`src/rtl/fbs_ctrl.sv`:
```
// fbs_ctrl: sequences fbs backup/restore pulses for the register-frame stack.
// A call produces a single backup pulse. A return produces a restore pulse,
// waits out the frame-cache read latency, then pulses a register-file load.
// The pipeline is stalled throughout. The block also tracks the stack depth
// and keeps sticky overflow/underflow flags.
// Optional feature: define FBS_CTRL_STATS_EN to enable the hw_mark high-water
// register. When the macro is undefined, hw_mark is tied to zero.
module fbs_ctrl #(
  parameter int DEPTH_W   = 16,
  parameter int MAX_DEPTH = 1024,
  parameter int RD_LAT    = 1
) (
  input  logic               clk,
  input  logic               reset,
  input  logic               call_req,
  input  logic               ret_req,
  output logic               fbs_backup,
  output logic               fbs_restore,
  output logic               rf_load,
  output logic               stall,
  output logic [DEPTH_W-1:0] depth,
  output logic               ovf_err,
  output logic               unf_err,
  output logic [DEPTH_W-1:0] hw_mark
);

  // The wait counter must be wide enough to hold RD_LAT.
  localparam int WAIT_W = (RD_LAT < 2) ? 1 : $clog2(RD_LAT + 1);
  localparam logic [DEPTH_W-1:0] MAX_D    = DEPTH_W'(MAX_DEPTH);
  localparam logic [WAIT_W-1:0]  LAT_INIT = WAIT_W'(RD_LAT);
  localparam logic [WAIT_W-1:0]  WAIT_ONE = WAIT_W'(1);

  typedef enum logic [2:0] {
    IDLE    = 3'd0,
    BACKUP  = 3'd1,
    RESTORE = 3'd2,
    RWAIT   = 3'd3,
    LOAD    = 3'd4
  } state_t;

  state_t             state_q, state_d;
  logic [WAIT_W-1:0]  wait_q, wait_d;
  logic [DEPTH_W-1:0] depth_q, depth_d;
  logic               ovf_q, ovf_d;
  logic               unf_q, unf_d;
  logic               backup_q, restore_q, load_q, stall_q;

  // Next-state logic.
  // Requests are looked at only in IDLE, and a call takes priority over a return.
  // The depth changes on the edge that leaves BACKUP or RESTORE.
  always_comb begin
    state_d = state_q;
    wait_d  = wait_q;
    depth_d = depth_q;
    ovf_d   = ovf_q;
    unf_d   = unf_q;
    case (state_q)
      IDLE: begin
        if (call_req) begin
          if (depth_q == MAX_D) begin
            ovf_d = 1'b1;
          end else begin
            state_d = BACKUP;
          end
        end else if (ret_req) begin
          if (depth_q == '0) begin
            unf_d = 1'b1;
          end else begin
            state_d = RESTORE;
          end
        end
      end
      BACKUP: begin
        depth_d = depth_q + DEPTH_W'(1);
        state_d = IDLE;
      end
      RESTORE: begin
        depth_d = depth_q - DEPTH_W'(1);
        wait_d  = LAT_INIT;
        state_d = RWAIT;
      end
      RWAIT: begin
        // Dwell here for RD_LAT cycles. The counter starts at RD_LAT and
        // leaves on the cycle it reads 1.
        wait_d = wait_q - WAIT_ONE;
        if (wait_q == WAIT_ONE) begin
          state_d = LOAD;
        end
      end
      LOAD: begin
        state_d = IDLE;
      end
      default: begin
        state_d = IDLE;
      end
    endcase
  end

  // State and output registers.
  // Each output is decoded from the next state, so a pulse appears in the
  // same cycle as the state that owns it, and no request can reach an
  // output without passing through a register.
  always_ff @(posedge clk) begin
    if (reset) begin
      state_q   <= IDLE;
      wait_q    <= '0;
      depth_q   <= '0;
      ovf_q     <= 1'b0;
      unf_q     <= 1'b0;
      backup_q  <= 1'b0;
      restore_q <= 1'b0;
      load_q    <= 1'b0;
      stall_q   <= 1'b0;
    end else begin
      state_q   <= state_d;
      wait_q    <= wait_d;
      depth_q   <= depth_d;
      ovf_q     <= ovf_d;
      unf_q     <= unf_d;
      backup_q  <= (state_d == BACKUP);
      restore_q <= (state_d == RESTORE);
      load_q    <= (state_d == LOAD);
      stall_q   <= (state_d != IDLE);
    end
  end

  assign fbs_backup  = backup_q;
  assign fbs_restore = restore_q;
  assign rf_load     = load_q;
  assign stall       = stall_q;
  assign depth       = depth_q;
  assign ovf_err     = ovf_q;
  assign unf_err     = unf_q;

`ifdef FBS_CTRL_STATS_EN
  logic [DEPTH_W-1:0] hw_q, hw_d;

  // High-water mark. It is updated on the same edge that commits a backup's
  // depth increment.
  always_comb begin
    hw_d = hw_q;
    if ((state_q == BACKUP) && (depth_d > hw_q)) begin
      hw_d = depth_d;
    end
  end

  // High-water register.
  always_ff @(posedge clk) begin
    if (reset) begin
      hw_q <= '0;
    end else begin
      hw_q <= hw_d;
    end
  end

  assign hw_mark = hw_q;
`else
  assign hw_mark = '0;
`endif

endmodule

```
`config.mk`:
```
export PLATFORM = sky130hd
export DESIGN_NAME = fbs_ctrl
export DESIGN_NICKNAME = d
export VERILOG_FILES = /design/src/rtl/fbs_ctrl.sv
export SDC_FILE = /design/constraint.sdc
export NUM_CORES = 1
export LEC_CHECK = 0
export ABC_AREA = 0
export ABC_CLOCK_PERIOD_IN_PS = 5850
export CAP_MARGIN = 15
export CORE_UTILIZATION = 35
export DETAILED_ROUTE_END_ITERATION = 16
export HOLD_SLACK_MARGIN = 0.15
export PLACE_DENSITY = 0.67
export SETUP_SLACK_MARGIN = 0.4
export SLEW_MARGIN = 20
export SYNTH_ARGS = -nofsm -noshare
export SYNTH_HDL_FRONTEND = slang
export SYNTH_SLANG_ARGS = --single-unit
```
`constraint.sdc`:
```
create_clock -name clk -period 5.85 [get_ports clk]
set_input_delay 1.755 -clock clk [delete_from_list [all_inputs] [get_ports clk]]
set_output_delay 1.755 -clock clk [all_outputs]
set_load 0.02 [all_outputs]
```
Word level (Yosys, flattened, before mapping)
Index checks and enable logic that the tools add are counted.
- shift-type cells: 0
- reductions and logical operators: 7
- bitwise gates (word level): 1
- $mul: 0
- magnitude comparators: 0
- add/sub/neg operators: 3
- div/mod/pow operators: 0
- equality and inequality tests: 7
- muxes and demuxes: 8
- operators by type and width (operator ; count):
    one-hot mux 16 bit (2 select lines) ; 1
    adder 16 x 1 -> 16 bit (second input constant) ; 1
    equality test 16 x 11 -> 1 bit (second input constant) ; 1
    zero test 16 bit ; 1
    subtractor 16 x 1 -> 16 bit (second input constant) ; 1
    two-way mux 3 bit ; 5
    equality test 3 x 2 -> 1 bit (second input constant) ; 3
    one-hot mux 3 bit (3 select lines) ; 1
    equality test 3 x 1 -> 1 bit (second input constant) ; 2
    AND reduction 4 bit ; 1
    nonzero test 2 bit ; 2
    equality test 3 bit (second input constant) ; 1
    zero test 3 bit ; 1
    AND reduction 3 bit ; 1
    nonzero test 3 bit ; 1
    one-hot mux 1 bit (2 select lines) ; 1
    inverter 1 bit ; 1
    subtractor 1 bit (second input constant) ; 1
- bits of input ports: 4
- memories kept: 0
- RAM bits: 0
- memory bits (read-only): 0
- word-level logic and storage cells: 35
- latch bits: 0
- bits in registers: 26

Logic depth before layout (Yosys ltp)
Gate-level depths: netlist (run 1).
- depth in word-level cells: 6
- gate-level depth with buffers: 11
- gate-level depth less buffers: 9

Worst setup path before layout (run 1)
OpenSTA, ideal clock, no wires.
- path type: register to register
- from: register state_q[2]
- to: register depth_q[15] (netlist: depth[15])
- stages on the path, launching flop included: 11
- arrival time: 2.887 ns
- period minus slack after synthesis: 3.010 ns
- slack: 2.840 ns
- cell sequence: dfxtp_1 nand2b_1 clkbuf_1 nor2_1 ha_1 o211ai_1 o21a_1 a211o_1 a21oi_2 mux2i_1 mux2_1
- word-level cells in the longest chain between the ends: 2
- elaborated cells between the ends (all ways): 4
- classes of those cells: 2 x eq/ne; 1 x mux; 1 x reduce/logical
- ends and longest elaborated chain (element ; RTL line ; RTL):
    start, declared ; 41 ; state_t state_q, state_d;
    start signal, assigned ; 115 ; state_q <= state_d;
    equality test 3 x 2 -> 1 bit / equality test 3 x 1 -> 1 bit (equally long branches) ; 57 ; case (state_q)
    one-hot mux 16 bit (2 select lines) / nonzero test 2 bit (equally long branches) ; n/a ;
    end signal, assigned ; 117 ; depth_q <= depth_d;
    end, declared ; 43 ; logic [DEPTH_W-1:0] depth_q, depth_d;
Several ways; a longest one is shown, not always the timed one.
A chain may end at the register's enable or synchronous reset.

Worst setup path in the final report (run 1)
- from: register depth_q[0] (netlist: depth[0])
- to: output port depth[0]
- RTL lines (element ; RTL line ; RTL):
    end, declared ; 21 ; output logic [DEPTH_W-1:0] depth,
No word-level cell between the ends.

==> results of run 1 <==
==> metrics by stage <==
stage                     hold slack [ns]  instance area [sq um]  util [%]
after floorplan                     0.464                   1900         -
after global placement              0.470                   2090      41.3
after detailed placement            0.465                   2090      41.3
after CTS                           0.497                   2170      42.7
after global routing                0.535                   2170      42.7
final                               0.488                   2170      42.7
==> synth_stat cells, drive strengths merged, types with 2 or more instances <==
| library cell | instances |
|---|---|
| a21oi | 26 |
| dfxtp | 26 |
| nand2 | 20 |
| buf | 18 |
| ha | 14 |
| nor2 | 12 |
| o21ai | 9 |
| nand3 | 8 |
| nor3 | 8 |
| a21o | 7 |
| clkbuf | 7 |
| nand3b | 6 |
| inv | 5 |
| nand2b | 4 |
| nor2b | 4 |
| nor3b | 4 |
| nor4 | 4 |
| o211ai | 4 |
| xnor2 | 4 |
| a31oi | 3 |
| and3 | 3 |
| or3 | 3 |
| a2111o | 2 |
| a211o | 2 |
| a211oi | 2 |
| and4 | 2 |
| mux2i | 2 |
| o21a | 2 |
| xor2 | 2 |
==> sequential cells by signal (all words and copies together), names as in the netlist <==
name,count
fbs_backup,1
unf_err,1
fbs_restore,1
ovf_err,1
rf_load,1
wait_q,1
stall,1
depth,16
state_q,3
==> per-layer routing <==
| layer | global-route usage (%) | part of all wire (%) |
|---|---|---|
| met3 | 2.03 | 4.1 |
| met5 | 0 | 0 |
| met1 | 22.0 | 50 |
| met2 | 23.5 | 44 |
| met4 | 5.87 | 1.3 |
==> cell type report <==
cell class                      instances  area [sq um]  area share [%]
Clock inverter                          1          30.0            1.38
Sequential cell                        26           520            24.0
Tap cell                               70          87.6            4.04
Multi-Input combinational cell        186          1200            55.6
Timing Repair Buffer                   27           265            12.2
Clock buffer                            3          41.3            1.90
Inverter                                5          18.8           0.866
==> layout by cell type (no fill, tap or decap), types with 4 or more instances in the layout <==
master,instances
clkdlybuf4s50_1,25
xnor2_1,4
nand3_1,8
nand2b_1,4
o211ai_1,4
dfxtp_1,26
a21o_1,5
nand3b_1,6
nor3b_1,4
o21ai_0,9
ha_1,14
a21oi_1,25
inv_1,5
nand2_1,20
nor4_1,4
conb_1,16
nor3_1,8
nor2_1,12
==> worst min-delay path, delay by kind of cell, from the launching register on <==
| kind | cells | cell delay (ns) |
|---|---|---|
| AOI/OAI and AO/OA | 1 | 0.04 |
| DFF | 1 | 0.34 |
| and+or+nand+nor | 1 | 0.07 |
==> path summary, 6_finish.rpt <==
kind,from,end,slack [ns],cells past startpoint
max reg2reg,state_q[2],depth[15],2.98,10
min,ovf_err,ovf_err,0.49,2
min reg2reg,ovf_err,ovf_err,0.49,2
max,depth[0],depth[0],2.67,1
==> cell families after synthesis <==
| logic type | count (synthesis) | synth area share, % |
|---|---|---|
| mux | 3 | 1.70 |
| xor+xnor | 6 | 2.85 |
| other cells | 1 | 0.204 |
| simple gates | 83 | 25.1 |
| flops | 26 | 28.3 |
| fa+ha+maj | 15 | 10.6 |
| compound gates | 63 | 21.8 |
| buf+inv | 30 | 9.51 |
==> power by group <==
part | internal [W] | total [W] | switching (W)
Combinational | 0.000185 | 0.000473 | 0.000287
Sequential | 0.000218 | 0.000260 | 0.0000417
Clock | 0.0000917 | 0.000155 | 0.0000633
Total | 0.000495 | 0.000887 | 0.000392
==> impl_metrics.toml, run 1 <==
[status]
status = "finished, final reports clean"

[clock_network]
post_cts_buffers = 0
post_cts_resize_count = 0
cts_buffers = 3
clk_latency_ns = 0.28
ctsHoldBuffers = 0
clockRootBuffer = "clkbuf_8"
cts_buffer_depth = 2
cts_tree = "done"
clk_pin_slew_ns = 0.10
htree_levels = 1
cts_sinks = 26

[setup_path]
start_kind = "flop"
crit_chain = "clkdlybuf4s50_1"
required_ns = 4.09
path_delay_family = "buffers and inverters"
path_buf_inv = 1
path_max_fanout = 6
arrival_ns = 1.43
crit_path_end_kind = "output port"
slowest_stage = "clkdlybuf4s50_1"
path_class = "reg -> out"
slowest_delay_ns = 0.67

[floorplan]
die_w_um = 74.5
start_util_pct = 36.3
fp.dieH_um = 74.5
core_sq_mm = 0.00507
rows = 26
ioPinCount = 42
die-area_sq_mm = 0.00556

[synth]
synthArstFlopShare_pct = 0
synthDistinctLibCells = 46
synthCells = 227
synth_largest_type_area_fraction_pct = 28.3
yosysWarningCount = 0
yosys_most_used_dff = "dfxtp_1"
synth-edff-count = 0
syn_area_sq_mm = 0.00184
synth.area.top_cells = "dfxtp_1, ha_1, a21oi_1"
yosysSeqAreaShare_pct = 28.3
synth_seq_cells = 26
syn_avg_cell_area_sq_um = 8.11
synth.largest_area_cell = "dfxtp_1"

[layout]
antennaDiodeCount = 0
layout.cells.non_filler = 318
drive_gt1_share_pct = 4.44
layout.nets = 268
nFillCells = 534
syn_to_final_growth_pct = 17.7

[routing]
drt-total-wl_mm = 4.00
wl_per_cell_um = 12.6
firstDrtPassIters = 5
avgViaCountPerCell = 5.21
drt_iter0_markers = 98
ant_nets = 0
num_vias = 1657
remaining_drc_errors = 0

[sta]
clock_skew_ns = 0.00564
rsz0062_at_grt = "false"
setup_violations = 0
fin_setup_tns_ns = 0
drv_slew = 0
timing.final.crit_share_pct = 54.4
setup_ws_ns = 2.67
max_clock_freq_ghz = 0.314
hold_viol_final = 0
tightestPinTransition_ns = 0.909
slew-limit-headroom_pct = 39.4
fin_crit_ns = 3.18

[global_route]
grt_max_degree = 36
grt_overflow = 0
grt_use_total_pct = 15.4
grt_pass1_vias = 1425
grt_pass1_wl_mm = 6.66
antenna_found_initial = 0

[power]
finalPower_w = 0.000887
powerDensity_mw_per_mm2 = 409
p_leak_nw = 0.894
peakVddDrop_v = 0.000271

[run]
cap_viol_max_count = 0

[place]
portBuffers = 25
dp_hpwl_mm = 2.85
gp_congestion = 0.879
dp_slack_ns = 2.77
place_inst = 314

[min_path]
hold_path_class = "reg -> reg"
Note: power is estimated with default switching activity, not from simulation.
==> inputs of run 2 (changes only) <==
Settings changed: ABC_CLOCK_PERIOD_IN_PS 5850 to 2840, PLACE_DENSITY 0.67 to 0.69.
Clock period 5.85 ns to 2.84 ns, I/O delays scaled along.
==> impl_metrics.toml, run 2 (synthesized netlist as in run 1, its figures left out) <==
[sta]
drv_slew = 0
setup_violations = 0
hold_viol_final = 0
holdWs_ns = 0.497
rsz0062_at_grt = "true"
timing.final.crit_share_pct = 83.3
fin_setup_tns_ns = 0
clock_skew_ns = 0.0108
fin_crit_ns = 2.37
max_clock_freq_ghz = 0.423

[power]
power.share.clock_pct = 16.7
p_switching_w = 0.000844
p_comb_share_pct = 55.2
powerDensity_mw_per_mm2 = 840
peakVddDrop_v = 0.000617
p_int_w = 0.00109
p_sw_share_pct = 43.7
seqPwrFrac_pct = 28.1
p_leak_nw = 0.936

[setup_path]
arrival_ns = 2.55
required_ns = 3.02
crit_path_end_kind = "flop"
path_class = "reg -> reg"
slowest_stage = "dfxtp_2"
rr_worst_depth = 10
crit_chain = "nand2b_4, nor2_4, buf_6, ha_4, o211ai_1, o21a_1, a211o_1, a21oi_2, mux2i_1, mux2_1"
start_kind = "flop"
path_max_fanout = 5
slowest_delay_ns = 0.36

[clock_network]
cts_buffer_depth = 2
clockRootBuffer = "clkbuf_8"
clk_latency_ns = 0.28
clk_pin_slew_ns = 0.11
ctsHoldBuffers = 0
cts_buffers = 3
cts_sinks = 26
cts_tree = "done"
htree_levels = 1

[routing]
remaining_drc_errors = 0
num_vias = 1701
drt_iter0_markers = 73
avgViaCountPerCell = 5.19
ant_nets = 0
firstDrtPassIters = 4
drt-total-wl_mm = 4.21
wl_per_cell_um = 12.8

[place]
gp_congestion = 0.869
dp_hpwl_mm = 3.13
portBuffers = 25

[global_route]
antenna_found_initial = 0
grt_pass1_vias = 1441
grt_overflow = 0
grt_use_total_pct = 15.7
grt_max_degree = 19
grt_pass1_wl_mm = 6.70

[layout]
multi_input_area_sq_mm = 0.00125
antennaDiodeCount = 0
nFillCells = 514
syn_to_final_growth_pct = 24.9
fin_util_pct = 45.3
largest_register_ffs = 16
final_cell_mix = "clkdlybuf4s50_1, a21oi_1, dfxtp_1"
layout.nets = 278
mostFrequentLayoutCell = "clkdlybuf4s50_1"
regArea_sq_um = 524
drive_gt1_share_pct = 12.4

[floorplan]
fp.dieH_um = 74.5
start_util_pct = 36.3
rows = 26
die_w_um = 74.5
ioPinCount = 42
die-area_sq_mm = 0.00556
core_sq_mm = 0.00507

[min_path]
hold_path_class = "reg -> reg"
min_path_cells = 2

[status]
status = "finished, final reports clean"

[run]
cap_viol_max_count = 0
run 2: cell types whose count changed in the layout (fill, tap and decap cells not counted), moves of 2 or more:
cell	change
buf_4	+8
dfxtp_1	-3
dfxtp_2	+3
ha_1	-3
buf_6	+2
ha_2	+2
nor2_1	-2
run 2: power by group through the flow:
stage,combinational (W),clock [W],sequential (W)
finish,0.00107,0.000323,0.000542
global route,0.00117,0.000339,0.000559
CTS,0.00105,0.000329,0.000542
detailed placement,0.00101,0,0.000546
global placement,0.00100,0,0.000547
floorplan,0.000637,0,0.000610
run 2: what timing repair did:
action / 4_1_cts / 5_1_grt
buffers inserted: 2 / 4
pin swaps: 2 / 10
resized for setup: 4 / 10
setup endpoints to repair: 2 / 7
endpoints found under the hold margin: 0 / 0
gates cloned: 0 / 0
run 2: per-stage QoR:
| step | cell area (sq um) | instances | worst slack [ns] | power [W] |
|---|---|---|---|---|
| after floorplan | 1910 | 242 | 0.288 | 0.00125 |
| after global placement | 2130 | 318 | 0.404 | 0.00155 |
| after detailed placement | 2130 | 318 | 0.321 | 0.00156 |
| after CTS | 2240 | 324 | 0.413 | 0.00192 |
| after global routing | 2300 | 328 | 0.328 | 0.00207 |
| final | 2300 | 328 | 0.474 | 0.00193 |
run 2: worst paths after layout:
| path | from | endpoint | slack, ns |
|---|---|---|---|
| min | ovf_err | ovf_err | 0.50 |
| min reg2reg | ovf_err | ovf_err | 0.50 |
| max reg2reg | state_q[2] | depth[15] | 0.47 |
| max | state_q[2] | depth[15] | 0.47 |
run 2: per-layer routing:
metal | vias to the layer above | global-route usage [%] | part of all wire [%]
met5 | - | 0 | 0
met1 | 797 | 20.3 | 46
met3 | 2 | 3.25 | 4.3
met2 | 39 | 26.3 | 49
met4 | 0 | 4.61 | 0.40
li1 | 863 | - | -
run 2: worst max-delay path: cells and delay by family (launching register included):
| kind | cells | cell delay [ns] |
|---|---|---|
| mux | 2 | 0.53 |
| flops | 1 | 0.36 |
| fa+ha+maj | 1 | 0.28 |
| compound gates | 4 | 0.78 |
| buf+inv | 1 | 0.13 |
| simple gates | 2 | 0.19 |
run 2: area by class of cell:
cell class	instances	area share (%)
Multi-Input combinational cell	186	54.4
Sequential cell	26	22.8
Timing Repair Buffer	37	15.1
Tap cell	70	3.81
Clock buffer	3	1.80
Clock inverter	1	1.31
Inverter	5	0.816
==> inputs of run 3 (changes only) <==
Settings changed: ABC_CLOCK_PERIOD_IN_PS 2840 to 2230, PLACE_DENSITY 0.69 to 0.67.
Clock period 2.84 ns to 2.23 ns, I/O delays scaled along.
==> impl_metrics.toml, run 3 (synthesized netlist as in run 1, its figures left out) <==
[clock_network]
cts_sinks = 26
ctsHoldBuffers = 0
htree_levels = 1
clockRootBuffer = "clkbuf_8"
clk_pin_slew_ns = 0.10
cts_buffers = 3
cts_tree = "done"
clk_latency_ns = 0.28
cts_buffer_depth = 2

[setup_path]
cp-endpoint = "depth[10]"
start_kind = "flop"
r2r_end = "depth[10]"
crit_path_end_kind = "flop"
worstSetupStartpoint = "state_q[2]"
path_max_fanout = 7
r2r_setup_slack_ns = -0.07
required_ns = 2.45
arrival_ns = 2.52
rr_worst_depth = 10
r2r_start = "state_q[2]"
path_class = "reg -> reg"

[global_route]
grt_use_total_pct = 16.7
grt_max_degree = 18
grt_pass1_vias = 1577
grt_overflow = 0
antenna_found_initial = 0
grt_pass1_wl_mm = 7.22

[layout]
layout.cells.non_filler = 361
final_area_sq_mm = 0.00250
mostFrequentLayoutCell = "buf_4"
layout.nets = 311
antennaDiodeCount = 0
drive_gt1_share_pct = 22.3
syn_to_final_growth_pct = 35.7
largest_register_ffs = 16
fin_util_pct = 49.3
final_cell_mix = "buf_4, dfxtp_1, a21oi_1"

[power]
p_comb_share_pct = 59.1
powerDensity_mw_per_mm2 = 1040
power.share.clock_pct = 15.5
p_leak_nw = 1.21
p_int_w = 0.00149
p_switching_w = 0.00112
p_sw_share_pct = 42.7
seqPwrFrac_pct = 25.4
peakVddDrop_v = 0.000452

[floorplan]
rows = 26
fp.dieH_um = 74.5
start_util_pct = 36.3
die_w_um = 74.5
core_sq_mm = 0.00507
ioPinCount = 42
die-area_sq_mm = 0.00556

[sta]
clock_skew_ns = 0.00890
rsz0062_at_grt = "true"
fin_setup_tns_ns = -0.162
timing.final.crit_share_pct = 103
max_clock_freq_ghz = 0.435
setup_violations = 4
holdWs_ns = 0.472
drv_slew = 0
fin_crit_ns = 2.30
setup_ws_ns = -0.0712
hold_viol_final = 0

[routing]
ant_nets = 0
avgViaCountPerCell = 5.03
drt-total-wl_mm = 4.46
num_vias = 1816
drt_iter0_markers = 80
remaining_drc_errors = 0
firstDrtPassIters = 5
wl_per_cell_um = 12.3

[place]
post_dp_cell_area_sq_mm = 0.00244
gp_congestion = 0.915
portBuffers = 25
place_inst = 357
dp_hpwl_mm = 3.42

[run]
cap_viol_max_count = 0

[status]
failed_checks = "setup timing"
status = "complete, but fails checks"

[min_path]
hold_path_class = "reg -> reg"
==> run 3: cell types whose count changed in the layout (fill, tap and decap cells not counted), moves of 2 or more <==
| cell | previous run | this run |
|---|---|---|
| buf_4 | 10 | 45 |
| clkdlybuf4s50_1 | 25 | 3 |
| dlygate4sd2_1 | 0 | 20 |
| a21oi_1 | 24 | 22 |
| a21oi_2 | 2 | 4 |
| buf_6 | 2 | 0 |
| ha_1 | 11 | 13 |
| o21ai_0 | 8 | 6 |
| o21ai_1 | 1 | 3 |
==> run 3: how the worst min path moves through the flow <==
stage                 start       to  slack (ns)  cells past startpoint
CTS                 unf_err  unf_err        0.48                      2
detailed placement  unf_err  unf_err        0.46                      2
floorplan            wait_q   wait_q        0.46                      2
global placement    unf_err  unf_err        0.46                      2
global route        unf_err  unf_err        0.53                      2
finish              unf_err  unf_err        0.47                      2
==> run 3: worst max-delay path, cell delays in order (launching register included) <==
cell and delay [ns]:
dfxtp_2 0.33, nand2b_4 0.14, nor2_4 0.17, buf_4 0.15, fa_2 0.20, a21o_1 0.11, a21o_2 0.14, nor4b_4 0.32
nor2_1 0.09, or4_1 0.40, a31oi_1 0.17
==> run 3: cell type report <==
class	instances	area [sq um]
Sequential cell	26	524
Clock inverter	1	30.0
Inverter	5	18.8
Timing Repair Buffer	70	558
Clock buffer	3	41.3
Tap cell	70	87.6
Fill cell	511	2570
Multi-Input combinational cell	186	1240
==> run 3: what timing repair did <==
item / 4_1_cts / 5_1_grt
gates resized for setup: 25 / 7
pin swaps: 0 / 0
gates cloned: 0 / 0
hold endpoints to repair: 0 / 0
endpoints found under the setup margin: 34 / 16
buffers inserted: 0 / 0
==> run 3: layer usage <==
metal  vias up  track usage, %  part of all wire [%]
met5         -               0                     0
met4         0            6.71                   1.8
met3         6            1.63                   2.9
met2        39            26.2                    46
met1       843            23.5                    49
li1        928               -                     -
==> run 3: per-stage QoR <==
step	setup WS (ns)	power, W
2_1_floorplan	-0.310	0.00161
3_3_place_gp	-0.0530	0.00224
3_5_place_dp	-0.0798	0.00226
4_1_cts	-0.0868	0.00262
5_1_grt	-0.205	0.00280
6_report	-0.0712	0.00261
==> run 3: power by group through the flow <==
stage	Sequential [W]	Clock, W	Combinational, W
after floorplan	0.000782	0	0.000829
after global placement	0.000679	0	0.00156
after detailed placement	0.000675	0	0.00158
after CTS	0.000663	0.000420	0.00153
after global routing	0.000681	0.000432	0.00169
final	0.000663	0.000405	0.00154
